<file path="config.mk">
export PLATFORM = sky130hd
export DESIGN_NAME = fetch_pc_unit_flat
export DESIGN_NICKNAME = d
export VERILOG_FILES = /design/src/rtl/fetch_pkg.sv /design/src/rtl/fetch_pc_unit_if.sv /design/src/rtl/sat_counter8.sv /design/src/rtl/fetch_pc_unit.sv /design/src/flat_wrapper.sv
export SDC_FILE = /design/constraint.sdc
export NUM_CORES = 1
export LEC_CHECK = 0
export BUFFER_PORTS_ARGS = -buffer_cell sky130_fd_sc_hd__buf_2
export CAP_MARGIN = 5
export CORE_MARGIN = 2
export CORE_UTILIZATION = 33
export DETAILED_ROUTE_END_ITERATION = 8
export SLEW_MARGIN = 20
export SYNTH_ARGS = -nofsm -noshare
export SYNTH_HDL_FRONTEND = slang
export SYNTH_SLANG_ARGS = --single-unit
</file>
<file path="constraint.sdc">
create_clock -name clk -period 1.9 [get_ports clk]
set_clock_uncertainty 0.05 [all_clocks]
set_input_delay 0.285 -clock clk [delete_from_list [all_inputs] [get_ports clk]]
set_output_delay 0.285 -clock clk [all_outputs]
set_load 0.1 [all_outputs]
</file>
<file path="src/rtl/fetch_pkg.sv">
// -----------------------------------------------------------------------------
// fetch_pkg
//
// Shared definitions for the fetch-stage PC unit of the 16-bit single-cycle
// core: default widths, reset PC, the sequencer state encoding, and a small
// helper that defines what a "consume" is on the decode handshake.
//
// Contents:
//   PC_W        program counter / instruction address width (6)
//   INSTR_W     instruction width (16)
//   RESET_PC    PC loaded on reset (6'd0)
//   BR_SAT      saturation value of the taken-branch counter (8'hFF)
//   fetch_state_e  ST_RST / ST_REQ / ST_HOLD / ST_HALTED, two-bit encoding
//   is_consume()   decode accepts the held instruction this cycle
// -----------------------------------------------------------------------------
package fetch_pkg;

    localparam int              PC_W     = 6;
    localparam int              INSTR_W  = 16;
    localparam logic [PC_W-1:0] RESET_PC = 6'd0;
    localparam logic [7:0]      BR_SAT   = 8'hFF;

    typedef enum logic [1:0] {
        ST_RST    = 2'b00,
        ST_REQ    = 2'b01,
        ST_HOLD   = 2'b10,
        ST_HALTED = 2'b11
    } fetch_state_e;

    // A hazard stall overrides decode's ready: nothing is consumed while
    // stall is high, even if ready is also high.
    function automatic logic is_consume(input logic ready, input logic stall);
        return ready & ~stall;
    endfunction

endpackage

</file>
<file path="src/rtl/fetch_pc_unit_if.sv">
// -----------------------------------------------------------------------------
// fetch_pc_unit_if
//
// Bundles the two handshakes of the fetch unit:
//   - instruction memory  : imem_req / imem_addr  ->  imem_ack / imem_rdata
//   - decode              : instr / instr_pc / instr_valid  ->  instr_ready,
//                           plus the decode-side controls stall and halt
//
// Modports:
//   master  the fetch unit (drives the request and the instruction to decode)
//   slave   the environment (instruction memory and decode stage)
// -----------------------------------------------------------------------------
interface fetch_pc_unit_if #(
    parameter int PC_W    = fetch_pkg::PC_W,
    parameter int INSTR_W = fetch_pkg::INSTR_W
) ();

    // Instruction memory handshake
    logic               imem_req;
    logic [PC_W-1:0]    imem_addr;
    logic               imem_ack;
    logic [INSTR_W-1:0] imem_rdata;

    // Decode handshake
    logic [INSTR_W-1:0] instr;
    logic [PC_W-1:0]    instr_pc;
    logic               instr_valid;
    logic               instr_ready;
    logic               stall;
    logic               halt;

    modport master (
        output imem_req, imem_addr,
        input  imem_ack, imem_rdata,
        output instr, instr_pc, instr_valid,
        input  instr_ready, stall, halt
    );

    modport slave (
        input  imem_req, imem_addr,
        output imem_ack, imem_rdata,
        input  instr, instr_pc, instr_valid,
        output instr_ready, stall, halt
    );

endinterface

</file>
<file path="src/rtl/sat_counter8.sv">
// -----------------------------------------------------------------------------
// sat_counter8
//
// 8-bit saturating event counter. Counts up by one on each cycle with inc=1,
// sticks at 8'hFF, and clears only on reset.
//
// Only built when FETCH_BR_COUNT_EN is defined; without it the fetch unit ties
// its br_count port to zero and this module does not exist in the design.
//
// Ports:
//   clk    in   rising-edge clock
//   rst_n  in   synchronous, active-low reset
//   inc    in   count one event this cycle
//   count  out  current count (8 bits)
// -----------------------------------------------------------------------------
`ifdef FETCH_BR_COUNT_EN
module sat_counter8
    import fetch_pkg::*;
(
    input  logic       clk,
    input  logic       rst_n,
    input  logic       inc,
    output logic [7:0] count
);

    logic [7:0] count_q;
    logic [7:0] count_d;

    always_comb begin
        count_d = count_q;
        if (inc && (count_q != BR_SAT)) begin
            count_d = count_q + 8'd1;
        end
    end

    // NOTE: reset is synchronous, so it lives inside the clocked branch and the
    // sensitivity list holds only the clock; state registers use <= so every
    // flop samples pre-edge values regardless of block ordering.
    always_ff @(posedge clk) begin
        if (!rst_n) begin
            count_q <= '0;
        end else begin
            count_q <= count_d;
        end
    end

    assign count = count_q;

endmodule
`endif

</file>
<file path="src/rtl/fetch_pc_unit.sv">
// -----------------------------------------------------------------------------
// fetch_pc_unit
//
// Fetch-stage program counter and instruction-fetch sequencer. Holds the PC,
// exports PC+1 to the branch-select mux, fetches one instruction at a time
// from instruction memory (req/ack) and hands it to decode (valid/ready).
// Once decode consumes the instruction the mux-selected next PC is loaded and
// the next fetch starts. A consumed halt instruction parks the unit until
// reset.
//
// Sequencer:  RST -> REQ -> HOLD -> REQ ...   (HOLD -> HALTED on halt)
//   RST     one idle cycle after reset, no request
//   REQ     imem_req high, waiting for imem_ack
//   HOLD    instr_valid high, waiting for a consume (ready & ~stall)
//   HALTED  quiet; left only through reset
//
// Ports:
//   clk       in   rising-edge clock
//   rst_n     in   synchronous, active-low reset
//   next_pc   in   PC selected by the branch-select mux
//   br_taken  in   mux select (1 = branch target), sampled on a consume
//   pc_plus1  out  pc + 1, wrapping, combinational
//   halted    out  core halted
//   br_count  out  taken-branch count (zero unless FETCH_BR_COUNT_EN)
//   bus       fetch_pc_unit_if.master: imem and decode handshakes
//
// Build option:
//   FETCH_BR_COUNT_EN  defined   -> br_count is an 8-bit saturating count of
//                                   taken branches (non-halt consumes)
//                      undefined -> br_count is tied to 8'h00
// -----------------------------------------------------------------------------
module fetch_pc_unit #(
    parameter int              PC_W     = fetch_pkg::PC_W,
    parameter int              INSTR_W  = fetch_pkg::INSTR_W,
    parameter logic [PC_W-1:0] RESET_PC = PC_W'(fetch_pkg::RESET_PC)
) (
    input  logic            clk,
    input  logic            rst_n,
    input  logic [PC_W-1:0] next_pc,
    input  logic            br_taken,
    output logic [PC_W-1:0] pc_plus1,
    output logic            halted,
    output logic [7:0]      br_count,
    fetch_pc_unit_if.master bus
);

    import fetch_pkg::*;

    // -------------------------------------------------------------------------
    // State
    // -------------------------------------------------------------------------
    fetch_state_e       state_q,       state_d;
    logic [PC_W-1:0]    pc_q,          pc_d;
    logic               imem_req_q,    imem_req_d;
    logic [INSTR_W-1:0] instr_q,       instr_d;
    logic [PC_W-1:0]    instr_pc_q,    instr_pc_d;
    logic               instr_valid_q, instr_valid_d;
    logic               halted_q,      halted_d;

    logic consume;
    logic br_inc;

    // Only an instruction actually held in HOLD can be consumed; ready/stall
    // in other states are irrelevant.
    assign consume = (state_q == ST_HOLD) && is_consume(bus.instr_ready, bus.stall);

    // A halt consume never counts as a branch even if the mux says taken.
    assign br_inc = consume && !bus.halt && br_taken;

    // -------------------------------------------------------------------------
    // Next-state / output logic
    // -------------------------------------------------------------------------
    always_comb begin
        // NOTE: every variable gets its hold value first so no path through
        // the case can leave one unassigned and infer a latch.
        state_d       = state_q;
        pc_d          = pc_q;
        imem_req_d    = imem_req_q;
        instr_d       = instr_q;
        instr_pc_d    = instr_pc_q;
        instr_valid_d = instr_valid_q;
        halted_d      = halted_q;

        unique case (state_q)
            ST_RST: begin
                state_d    = ST_REQ;
                imem_req_d = 1'b1;
            end

            ST_REQ: begin
                // Request stays up with a stable address until acked; the
                // drop of imem_req and the rise of instr_valid share an edge.
                if (bus.imem_ack) begin
                    instr_d       = bus.imem_rdata;
                    instr_pc_d    = pc_q;
                    instr_valid_d = 1'b1;
                    imem_req_d    = 1'b0;
                    state_d       = ST_HOLD;
                end
            end

            ST_HOLD: begin
                if (consume) begin
                    instr_valid_d = 1'b0;
                    if (bus.halt) begin
                        // PC is left pointing at the halt instruction.
                        halted_d = 1'b1;
                        state_d  = ST_HALTED;
                    end else begin
                        pc_d       = next_pc;
                        imem_req_d = 1'b1;
                        state_d    = ST_REQ;
                    end
                end
            end

            ST_HALTED: begin
                imem_req_d    = 1'b0;
                instr_valid_d = 1'b0;
            end

            default: begin
                state_d = ST_RST;
            end
        endcase
    end

    // -------------------------------------------------------------------------
    // Registers
    // -------------------------------------------------------------------------
    always_ff @(posedge clk) begin
        if (!rst_n) begin
            // Reset abandons any outstanding request; acks that arrive while
            // in RST are simply not looked at.
            state_q       <= ST_RST;
            pc_q          <= RESET_PC;
            imem_req_q    <= 1'b0;
            instr_q       <= '0;
            instr_pc_q    <= '0;
            instr_valid_q <= 1'b0;
            halted_q      <= 1'b0;
        end else begin
            state_q       <= state_d;
            pc_q          <= pc_d;
            imem_req_q    <= imem_req_d;
            instr_q       <= instr_d;
            instr_pc_q    <= instr_pc_d;
            instr_valid_q <= instr_valid_d;
            halted_q      <= halted_d;
        end
    end

    // -------------------------------------------------------------------------
    // Outputs
    // -------------------------------------------------------------------------
    assign pc_plus1        = pc_q + PC_W'(1);   // wraps at 2^PC_W, no carry out
    assign bus.imem_req    = imem_req_q;
    assign bus.imem_addr   = pc_q;
    assign bus.instr       = instr_q;
    assign bus.instr_pc    = instr_pc_q;
    assign bus.instr_valid = instr_valid_q;
    assign halted          = halted_q;

    // -------------------------------------------------------------------------
    // Taken-branch counter
    // -------------------------------------------------------------------------
`ifdef FETCH_BR_COUNT_EN
    sat_counter8 u_br_count (
        .clk   (clk),
        .rst_n (rst_n),
        .inc   (br_inc),
        .count (br_count)
    );
`else
    logic unused_br_inc;
    assign unused_br_inc = br_inc;
    assign br_count      = 8'h00;
`endif

    // -------------------------------------------------------------------------
    // Invariants
    // -------------------------------------------------------------------------
    // Never a request while an instruction is still waiting for decode.
    a_req_valid_exclusive: assert property (
        @(posedge clk) rst_n |-> !(imem_req_q && instr_valid_q));

    // A halted unit is completely quiet.
    a_halted_quiet: assert property (
        @(posedge clk) (rst_n && halted_q) |-> (!imem_req_q && !instr_valid_q));

    // An unacked request is held with the same address.
    a_req_stable: assert property (
        @(posedge clk) (rst_n && (state_q == ST_REQ) && !bus.imem_ack)
                       |=> (imem_req_q && $stable(pc_q)));

endmodule

</file>
<file path="src/flat_wrapper.sv">
// flat-port wrapper written by rule: the top's interface ports become plain ports
module fetch_pc_unit_flat import fetch_pkg::*;
#(
    parameter int              PC_W     = fetch_pkg::PC_W,
    parameter int              INSTR_W  = fetch_pkg::INSTR_W,
    parameter logic [PC_W-1:0] RESET_PC = PC_W'(fetch_pkg::RESET_PC)
)
  (clk, rst_n, next_pc, br_taken, pc_plus1, halted, br_count, bus_imem_req, bus_imem_addr, bus_imem_ack, bus_imem_rdata, bus_instr, bus_instr_pc, bus_instr_valid, bus_instr_ready, bus_stall, bus_halt);
  fetch_pc_unit_if #(.PC_W(PC_W), .INSTR_W(INSTR_W)) bus_i ();
  input  logic clk;
  input  logic rst_n;
  input  logic [PC_W-1:0] next_pc;
  input  logic br_taken;
  output logic [PC_W-1:0] pc_plus1;
  output logic halted;
  output logic [7:0] br_count;
  output wire logic [$bits(bus_i.imem_req)-1:0] bus_imem_req;
  output wire logic [$bits(bus_i.imem_addr)-1:0] bus_imem_addr;
  input wire logic [$bits(bus_i.imem_ack)-1:0] bus_imem_ack;
  input wire logic [$bits(bus_i.imem_rdata)-1:0] bus_imem_rdata;
  output wire logic [$bits(bus_i.instr)-1:0] bus_instr;
  output wire logic [$bits(bus_i.instr_pc)-1:0] bus_instr_pc;
  output wire logic [$bits(bus_i.instr_valid)-1:0] bus_instr_valid;
  input wire logic [$bits(bus_i.instr_ready)-1:0] bus_instr_ready;
  input wire logic [$bits(bus_i.stall)-1:0] bus_stall;
  input wire logic [$bits(bus_i.halt)-1:0] bus_halt;
  assign bus_imem_req = bus_i.imem_req;
  assign bus_imem_addr = bus_i.imem_addr;
  assign bus_i.imem_ack = bus_imem_ack;
  assign bus_i.imem_rdata = bus_imem_rdata;
  assign bus_instr = bus_i.instr;
  assign bus_instr_pc = bus_i.instr_pc;
  assign bus_instr_valid = bus_i.instr_valid;
  assign bus_i.instr_ready = bus_instr_ready;
  assign bus_i.stall = bus_stall;
  assign bus_i.halt = bus_halt;
  fetch_pc_unit #(.PC_W(PC_W), .INSTR_W(INSTR_W), .RESET_PC(RESET_PC)) u_core (.clk(clk), .rst_n(rst_n), .next_pc(next_pc), .br_taken(br_taken), .pc_plus1(pc_plus1), .halted(halted), .br_count(br_count), .bus(bus_i));
endmodule
</file>
==> reports/results.ini, run 1 <==
[power_and_ir_drop]
clkPwrFrac_pct=22.2
irDropWorstVdd_uv=497
switching_share_pct=45.4
power_switching_mw=0.986
power-per-cell-area_mw_per_mm2=1060
power_frac_comb_pct=40.7
power.internal_mw=1.18
p_leak_nw=0.902
pwr-share-seq_pct=37.1

[layout]
fill_cells=464
nNetsFinal=272
area_growth_pct=34.5
drive_gt1_share_pct=36.8
final_design_area_no_fill_mm2=0.00205
fin_util_pct=46.4
antenna_cells=0
layout.cells.non_filler=291

[clock_tree]
cts_buffers=5
clkTransAtPathRegs_ps=70
tritoncts=done
cts_root_buffer=clkbuf_8
clk_latency_ps=280
cts_setup_buffers=0
htree_num_levels=2
cts_num_sinks=33
clock_path_buffers=2

[synthesis]
syn_area_per_cell_um2=8.70
synth.distinct_cells=29
synthArstFlopShare_pct=0
synth_area_leaders=dfxtp_1 (43%), nand2_1 (13%), a21boi_0 (11%), mux2i_1 (4.6%), buf_4 (3.9%)
synth-edff-count=0
synthCells=175
netlist_area_mm2=0.00152
synth_top_area_share_pct=43.4
synth_top_cell_by_area=dfxtp_1
seq_area_frac_synth_pct=43.4
ys_ff_latch=33
ys_warn_count=0
synth_ff_type=dfxtp_1

[timing]
whs_ps=197
finalSetupTns_ps=0
hold_viol_final=0
rsz0062_at_grt=no
slew_violations=0
post-route-min-period_ps=1810
max_freq_mhz=552
period_share_pct=95.3
setup_viol=0

[global_routing]
grt_max_degree=23
busiest_layer=met2
antenna_found_initial=0
use_met3_pct=5.28
grt_pass1_vias=1184
gr-total-overflow=0
grtUsageMet2_pct=20.7
grtUsageMet1_pct=16.6
grt_pass1_wl_mm=5.42
grt_use_total_pct=13.5

[placement]
dp_hpwl_mm=2.41
dpl_cell_area_mm2=0.00197
globalplace.congestion=0.705
placed_cells=284
port_buffers=64

[min_path]
hold_class=primary input to flop
hp-start=bus_imem_rdata[10]

[floorplanning]
die_area_mm2=0.00517
die-width_um=71.9
rows=24
initial_core_util_pct=34.5
core_mm2=0.00441
die_y_um=71.9
ioPinCount=74

[routing]
postRouteAntennaNets=0
drcViolationCount=0
initialDrtViolationCount=42
routed_wirelength_mm=3.26
firstDrtPassIters=3
viasPerCell=4.53
wl_per_cell_um=11.2
num_vias=1318

[flow_run]
drv_cap=0

[setup_path]
critPathLaunch=u_core.bus.imem_addr[0]
crit_path_cell_trace=ha_2 -> nand3_1 -> xnor2_4 -> buf_12
cpPeakStageDelay_ps=380
critical_path.slowest_cell=dfxtp_4
crit_buf_inv=1
path_max_fanout=6
critPathLaunchType=flop
cp_top_family=flip-flops
cp.arrival_ps=1480
cp.required_ps=1560
worst-setup-path-type=flop to primary output
end_kind=primary output
reg2reg_from=u_core.state_q[0]

[status]
status=finished clean

-- metal layers --
| layer | routed length [um] | up-vias |
|---|---|---|
| li1 | - | 684 |
| met1 | 1520 | 578 |
| met2 | 1380 | 50 |
| met3 | 296 | 6 |
| met4 | 61 | 0 |
| met5 | 0 | - |
-- through the flow --
stage               power (mW)  setup WS (ps)
floorplan                 1.60           -118
global placement          1.71            350
detailed placement        1.71            335
CTS                       2.20           17.6
global route              2.30           18.7
finish                    2.17           89.2
-- state kept, by name (all words and copies together) (netlist names) --
register,cells
u_core.bus.instr,16
u_core.bus.instr_pc,6
u_core.state_q,2
u_core.halted,1
u_core.bus.imem_req,1
u_core.bus.imem_addr,6
u_core.bus.instr_valid,1
-- layout make-up --
cell class                      instances  area [um2]  share of cell area [%]
Clock buffer                            6        72.6                    3.54
Timing Repair Buffer                   67         373                    18.2
Clock inverter                          1        5.00                   0.244
Multi-Input combinational cell        128         837                    40.9
Tap cell                               52        65.1                    3.18
Inverter                                4        15.0                   0.733
Sequential cell                        33         681                    33.2
-- cell usage after synthesis, types with 3 or more instances --
| cell | n |
|---|---|
| clkbuf_1 | 3 |
| buf_6 | 4 |
| ha_1 | 4 |
| nand2_1 | 52 |
| nor2b_1 | 7 |
| a21boi_0 | 22 |
| mux2i_1 | 7 |
| inv_1 | 4 |
| nor2_1 | 3 |
| a21oi_1 | 3 |
| nand2b_1 | 3 |
| buf_4 | 8 |
| dfxtp_1 | 33 |
-- worst reg2reg max path, cell delays in order, from the launching register on --
cell,delay [ps]
dfxtp_1,400
ha_1,270
and2_2,450
nand2_1,120
a21boi_0,150
-- power groups by stage --
stage | Sequential (mW) | Combinational [mW] | Clock, mW
final | 0.804 | 0.884 | 0.482
after detailed placement | 0.819 | 0.894 | 0
after CTS | 0.805 | 0.894 | 0.505
after global routing | 0.815 | 0.941 | 0.538
after floorplan | 1.24 | 0.358 | 0
after global placement | 0.819 | 0.889 | 0
-- timing repair --
| action | 4_1_cts | 5_1_grt |
|---|---|---|
| hold endpoints to repair | 0 | 0 |
| gates resized for setup | 0 | 1 |
| setup endpoints to repair | 0 | 2 |
| hold buffers | 0 | 0 |
-- cell usage in the layout (no fill, tap or decap), types with 2 or more instances in the layout --
cell type / Yosys / layout
a21oi_1: 3 / 3
buf_2: 2 / 62
inv_1: 4 / 4
nor2b_1: 7 / 7
nor2_1: 3 / 2
a21boi_0: 22 / 22
dfxtp_1: 33 / 27
nand2b_1: 3 / 3
buf_4: 8 / 3
buf_12: 0 / 2
nand2_1: 52 / 52
clkbuf_8: 0 / 5
or3b_1: 2 / 2
o22ai_1: 2 / 2
dfxtp_4: 0 / 5
conb_1: 1 / 8
xor2_4: 0 / 2
xnor2_4: 0 / 2
ha_1: 4 / 3
mux2i_1: 7 / 7
-- kinds of logic after synthesis --
family | Yosys count | share of synthesized area, %
buf+inv | 21 | 9.28
mux | 7 | 4.60
xor+xnor | 4 | 2.30
simple gates | 73 | 21.6
fa+ha+maj | 4 | 3.29
flops | 33 | 43.4
other cells | 1 | 0.246
compound gates | 32 | 15.3
-- final timing paths --
kind,end,slack [ps],cells after the start
max reg2reg,u_core.bus.instr[12],400,4
min reg2reg,u_core.bus.instr[4],410,2
min,u_core.bus.instr[10],200,3
max,pc_plus1[4],90,4
No activity file was read; power rests on OpenSTA's default activity.
==> run 2: changes to the inputs <==
--- a/config.mk
+++ b/config.mk
@@ -13,4 +13,5 @@
 export SLEW_MARGIN = 20
 export SYNTH_ARGS = -nofsm -noshare
 export SYNTH_HDL_FRONTEND = slang
+export SYNTH_HIERARCHICAL = 1
 export SYNTH_SLANG_ARGS = --single-unit
==> reports/results.ini, run 2 <==
[timing]
slew_violations=0  ; unchanged
post-route-min-period_ps=1810  ; -3.56 ps
fin_ws_ps=92.7  ; +3.56 ps
rsz0062_at_grt=no
max_freq_mhz=553  ; +0.20%
period_share_pct=95.1  ; -0.19 points
hold_viol_final=0  ; unchanged
setup_viol=0  ; unchanged

[synthesis]
synth_top_area_share_pct=41.2  ; -2.2 points
seq_area_frac_synth_pct=41.2  ; -2.2 points
netlist_area_mm2=0.00160  ; +5.3%
ys_ff_latch=33  ; unchanged
synth.distinct_cells=30  ; +3.4%
ys_warn_count=6  ; +6
syn_area_per_cell_um2=9.00  ; +3.5%
synth_top_cell_by_area=dfxtp_1
synthCells=178  ; +1.7%
synth-edff-count=0  ; unchanged
synthArstFlopShare_pct=0  ; unchanged
synth_area_leaders=dfxtp_1 (41%), nand2_1 (13%), a21boi_1 (9.4%), ha_1 (5.5%), buf_4 (3.7%)
synth_common_cells=nand2_1 (57), dfxtp_1 (33), a21boi_1 (20)
synth_ff_type=dfxtp_1
yosysMostFrequentCell=nand2_1

[placement]
port_buffers=64  ; unchanged
dp_slack_ps=178  ; -157 ps
globalplace.congestion=0.727  ; +3.2%
dp_hpwl_mm=2.45  ; +2.0%

[global_routing]
grt_max_degree=23  ; unchanged
grt_pass1_vias=1262  ; +6.6%
grt_pass1_wl_mm=5.68  ; +4.8%
antenna_found_initial=0  ; unchanged
grt_use_total_pct=13.6  ; +0.17 points
gr-total-overflow=0  ; unchanged

[status]
status=finished clean

[power_and_ir_drop]
pwr-share-seq_pct=35.5  ; -1.6 points
clkPwrFrac_pct=22.4  ; +0.2 points
irDropWorstVdd_uv=711  ; +43%
power_switching_mw=1.06  ; +7.4%
power_mw=2.28  ; +4.9%
power-per-cell-area_mw_per_mm2=1060  ; about the same
power_frac_comb_pct=42.1  ; +1.4 points
power.internal_mw=1.22  ; +2.9%
p_leak_nw=1.00  ; +11%
switching_share_pct=46.5  ; +1.0 points

[floorplanning]
die-width_um=73.7  ; +2.4%
die_area_mm2=0.00543  ; +5.0%
initial_core_util_pct=34.2  ; -0.34 points
ioPinCount=74  ; unchanged
die_y_um=73.7  ; +2.4%
rows=25  ; +4.2%
core_mm2=0.00469  ; +6.3%

[layout]
fill_cells=489  ; +5.4%
antenna_cells=0  ; unchanged
area_growth_pct=34.2
layout_commonest_cell=buf_2
seq_area_um2=679  ; -0.18%
multi_input_area_um2=923  ; +10%
final_cell_mix=buf_2 (61), nand2_1 (57), dfxtp_1 (28)
drive_gt1_share_pct=42.6  ; +5.8 points
nNetsFinal=279  ; +2.6%
largest_reg_flops=16  ; unchanged

[routing]
initialDrtViolationCount=27  ; -36%
firstDrtPassIters=4  ; +1
num_vias=1375  ; +4.3%
viasPerCell=4.61  ; +1.9%
drcViolationCount=0  ; unchanged
postRouteAntennaNets=0  ; unchanged
routed_wirelength_mm=3.34  ; +2.6%
wl_per_cell_um=11.2  ; +0.17%

[clock_tree]
clk_latency_ps=280  ; about the same
cts_root_buffer=clkbuf_8
cts_buffers=5  ; unchanged
tritoncts=done
clkTransAtPathRegs_ps=70  ; about the same
cts_num_sinks=33  ; unchanged
htree_num_levels=2  ; unchanged
clock_path_buffers=2  ; unchanged
cts_setup_buffers=0  ; unchanged

[setup_path]
crit_path_cell_trace=and3_1 -> nand3_1 -> xnor2_4 -> buf_12
cp.required_ps=1560  ; about the same
critPathLaunchType=flop
critical_path.slowest_cell=dfxtp_4
path_max_fanout=7  ; +1
cp.arrival_ps=1470  ; about the same
end_kind=primary output
cpPeakStageDelay_ps=410  ; +30 ps
worst-setup-path-type=flop to primary output

[min_path]
hold_class=primary input to flop

[flow_run]
drv_cap=0  ; unchanged

-- run 2: cell types whose count changed after synthesis, sizes merged, moves of 3 or more --
cell / before / now
a21oi: 3 / 0
nand2: 52 / 57
nor2b: 7 / 0
mux2i: 7 / 4
ha: 4 / 7
nand3: 2 / 10
o21ai: 0 / 6
-- run 2: stage by stage --
step           utilization [%]  hold WS, ps  instance area [um2]  setup TNS [ps]  std cells
3_3_place_gp              43.9          390                 2060               0        290
6_report                  45.8          179                 2150               0        298
2_1_floorplan                -          369                 1740           -76.3        185
5_1_grt                   45.8          178                 2150               0        298
3_5_place_dp              43.9          394                 2060               0        290
4_1_cts                   45.8          168                 2150               0        298
-- run 2: cell type report --
type	instances	share of cell area (%)
multi-input cells	132	42.9
flip-flops and latches	33	31.6
repair buffers	68	17.8
clock buffers	5	3.20
well taps	54	3.14
clock inverters	3	0.814
inverters	3	0.524
-- run 2: critical path, delay by kind of cell, from the launching register on --
kind | cells | cell delay (ps)
xor+xnor | 1 | 240
buf+inv | 1 | 190
flops | 1 | 410
simple gates | 2 | 340
-- run 2: repair_timing --
item	in CTS	in global routing
hold endpoints to repair	0	0
endpoints found under the setup margin	0	1
gates resized for setup	0	1
hold buffers	0	0
-- run 2: kinds of logic (layout without fill, tap and decap cells) --
| family | count (synthesis) | count (layout) | share of synthesized area [%] |
|---|---|---|---|
| AOI/OAI and AO/OA | 33 | 33 | 17.5 |
| xor gates and xnor gates | 4 | 4 | 2.19 |
| adders and majority gates | 7 | 7 | 5.46 |
| buffers and inverters | 20 | 79 | 8.27 |
| DFF | 33 | 33 | 41.2 |
| muxes | 4 | 4 | 2.50 |
| other | 1 | 8 | 0.234 |
| and+or+nand+nor | 76 | 76 | 22.6 |
-- run 2: path summary, 6_finish.rpt --
check | slack, ps | depth (start not counted) | startpoint | to
hold / removal | 180 | 3 | bus_imem_rdata[3] | u_core/bus.instr[3]
hold reg to reg | 400 | 2 | u_core/bus.instr_pc[4] | u_core/bus.instr_pc[4]
setup / recovery | 90 | 4 | u_core/bus.imem_addr[2] | pc_plus1[5]
setup reg to reg | 190 | 4 | u_core/state_q[1] | u_core/bus.imem_addr[0]
-- run 2: layer usage --
metal,wire (um),global-route usage [%],up-vias
li1,-,-,702
met1,1490,16.4,624
met2,1580,22.1,42
met3,211,4.25,7
met4,63,6.06,0
met5,0,0,-
-- run 2: power by group through the flow --
stage	Combinational [mW]	Sequential, mW	Clock, mW
5_1_grt	1.02	0.820	0.561
4_1_cts	0.970	0.809	0.539
6_report	0.959	0.808	0.510
2_1_floorplan	0.405	1.26	0
3_3_place_gp	0.968	0.822	0
3_5_place_dp	0.967	0.824	0
==> run 3: changes to the inputs <==
==> constraint.sdc (replaced) <==
create_clock -name clk -period 1.8 [get_ports clk]
set_clock_uncertainty 0.05 [all_clocks]
set_input_delay 0.27 -clock clk [delete_from_list [all_inputs] [get_ports clk]]
set_output_delay 0.27 -clock clk [all_outputs]
set_load 0.1 [all_outputs]
==> reports/results.ini, run 3 (synthesis results as in run 2) <==
[flow_run]
drv_cap=0  ; unchanged

[clock_tree]
tritoncts=done
cts_root_buffer=clkbuf_8
cts_hold_buf=0  ; unchanged
clock_path_buffers=2  ; unchanged
clk_latency_ps=280  ; about the same
clkTransAtPathRegs_ps=60  ; about the same
cts_buffers=5  ; unchanged
cts_num_sinks=33  ; unchanged
htree_num_levels=2  ; unchanged

[min_path]
hold_class=primary input to flop

[power_and_ir_drop]
power_mw=2.59  ; +14%
power-per-cell-area_mw_per_mm2=1160  ; +9.8%
irDropWorstVdd_uv=904  ; +27%
p_leak_nw=1.02  ; +1.8%

[floorplanning]
initial_core_util_pct=34.2  ; unchanged
die_y_um=73.7  ; unchanged
rows=25  ; unchanged
die-width_um=73.7  ; unchanged
die_area_mm2=0.00543  ; unchanged
core_mm2=0.00469  ; unchanged
ioPinCount=74  ; unchanged

[timing]
max_freq_mhz=583
period_share_pct=95.2
rsz0062_at_grt=no
whs_ps=171  ; -8.16 ps
slew_violations=0  ; unchanged
fin_ws_ps=85.6  ; -7.15 ps
finalSetupTns_ps=0  ; unchanged
post-route-min-period_ps=1710
setup_viol=0  ; unchanged
hold_viol_final=0  ; unchanged

[setup_path]
crit_path_cell_trace=ha_4 -> nand3_2 -> xnor2_4 -> buf_12
critPathLaunchType=flop
path_max_fanout=7  ; unchanged
worst-setup-path-type=flop to primary output
cp.required_ps=1480  ; -80 ps
cp.arrival_ps=1390  ; -80 ps
r2r_slack_ps=230  ; +40 ps
cpPeakStageDelay_ps=410  ; about the same
end_kind=primary output
critical_path.slowest_cell=dfxtp_4

[status]
status=finished clean

[global_routing]
grtUsageMet1_pct=16.1  ; -0.36 points
grt_use_total_pct=13.7  ; +0.11 points
grt_pass1_wl_mm=5.68  ; unchanged
grt_max_degree=23  ; unchanged
use_met3_pct=5.35  ; +1.1 points
grtUsageMet2_pct=22.7  ; +0.60 points
antenna_found_initial=0  ; unchanged
grt_pass1_vias=1245  ; -1.3%
busiest_layer=met2
gr-total-overflow=0  ; unchanged

[placement]
globalplace.congestion=0.689  ; -5.2%
port_buffers=64  ; unchanged
dp_hpwl_mm=2.57  ; +4.6%
dp_slack_ps=231  ; +53.0 ps

[routing]
wl_per_cell_um=11.7  ; +4.0%
routed_wirelength_mm=3.49  ; +4.3%
initialDrtViolationCount=59  ; +120%
num_vias=1345  ; -2.2%
viasPerCell=4.50  ; -2.5%
drcViolationCount=0  ; unchanged
postRouteAntennaNets=0  ; unchanged
firstDrtPassIters=4  ; unchanged

[layout]
largest_reg_flops=16  ; unchanged
antenna_cells=0  ; unchanged
layout_commonest_cell=buf_2
drive_gt1_share_pct=43.7  ; +1.1 points
nNetsFinal=280  ; +0.36%
final_cell_mix=buf_2 (60), nand2_1 (57), dfxtp_1 (28)
area_growth_pct=38.9

run 3: cell type report:
cell class / count / area [um2]
inverter: 3 / 11.3
multi-input combinational: 132 / 946
tap: 54 / 67.6
sequential: 33 / 679
clock buffer: 7 / 86.3
timing repair buffer: 69 / 405
clock inverter: 1 / 30.0
fill: 475 / 2470
run 3: final timing paths:
path | start | cells past startpoint | to
worst max-delay path | u_core/bus.imem_addr[0] | 4 | pc_plus1[4]
worst min-delay path | next_pc[0] | 3 | u_core/bus.imem_addr[0]
worst max register to register | u_core/state_q[1] | 5 | u_core/state_q[0]
worst min register to register | u_core/bus.instr[9] | 2 | u_core/bus.instr[9]
run 3: critical path: cells and delay by family, from the launching register on:
family	cells	cell delay, ps
buf+inv	1	190
fa+ha+maj	1	180
simple gates	1	130
xor+xnor	1	200
flops	1	410
run 3: what timing repair did:
item                                    in CTS  in global routing
endpoints found under the setup margin       0                  1
buffers inserted                             0                  0
gates resized for setup                      0                  1
run 3: stage by stage:
| step | instances | area (um2) | util (%) |
|---|---|---|---|
| 5_1_grt | 299 | 2230 | 47.4 |
| 3_3_place_gp | 291 | 2110 | 44.9 |
| 4_1_cts | 299 | 2220 | 47.4 |
| 2_1_floorplan | 185 | 1760 | - |
| 6_report | 299 | 2230 | 47.4 |
| 3_5_place_dp | 291 | 2110 | 44.9 |
run 3: where the power goes:
part / internal [mW] / switching [mW]
clock: 0.451 / 0.256
sequential: 0.803 / 0.0506
combinational: 0.226 / 0.802
run 3: layer usage:
metal	routed length [um]	part of all wire [%]
met5	0	0
met4	40	1.1
met2	1610	46
met1	1570	45
met3	264	7.6
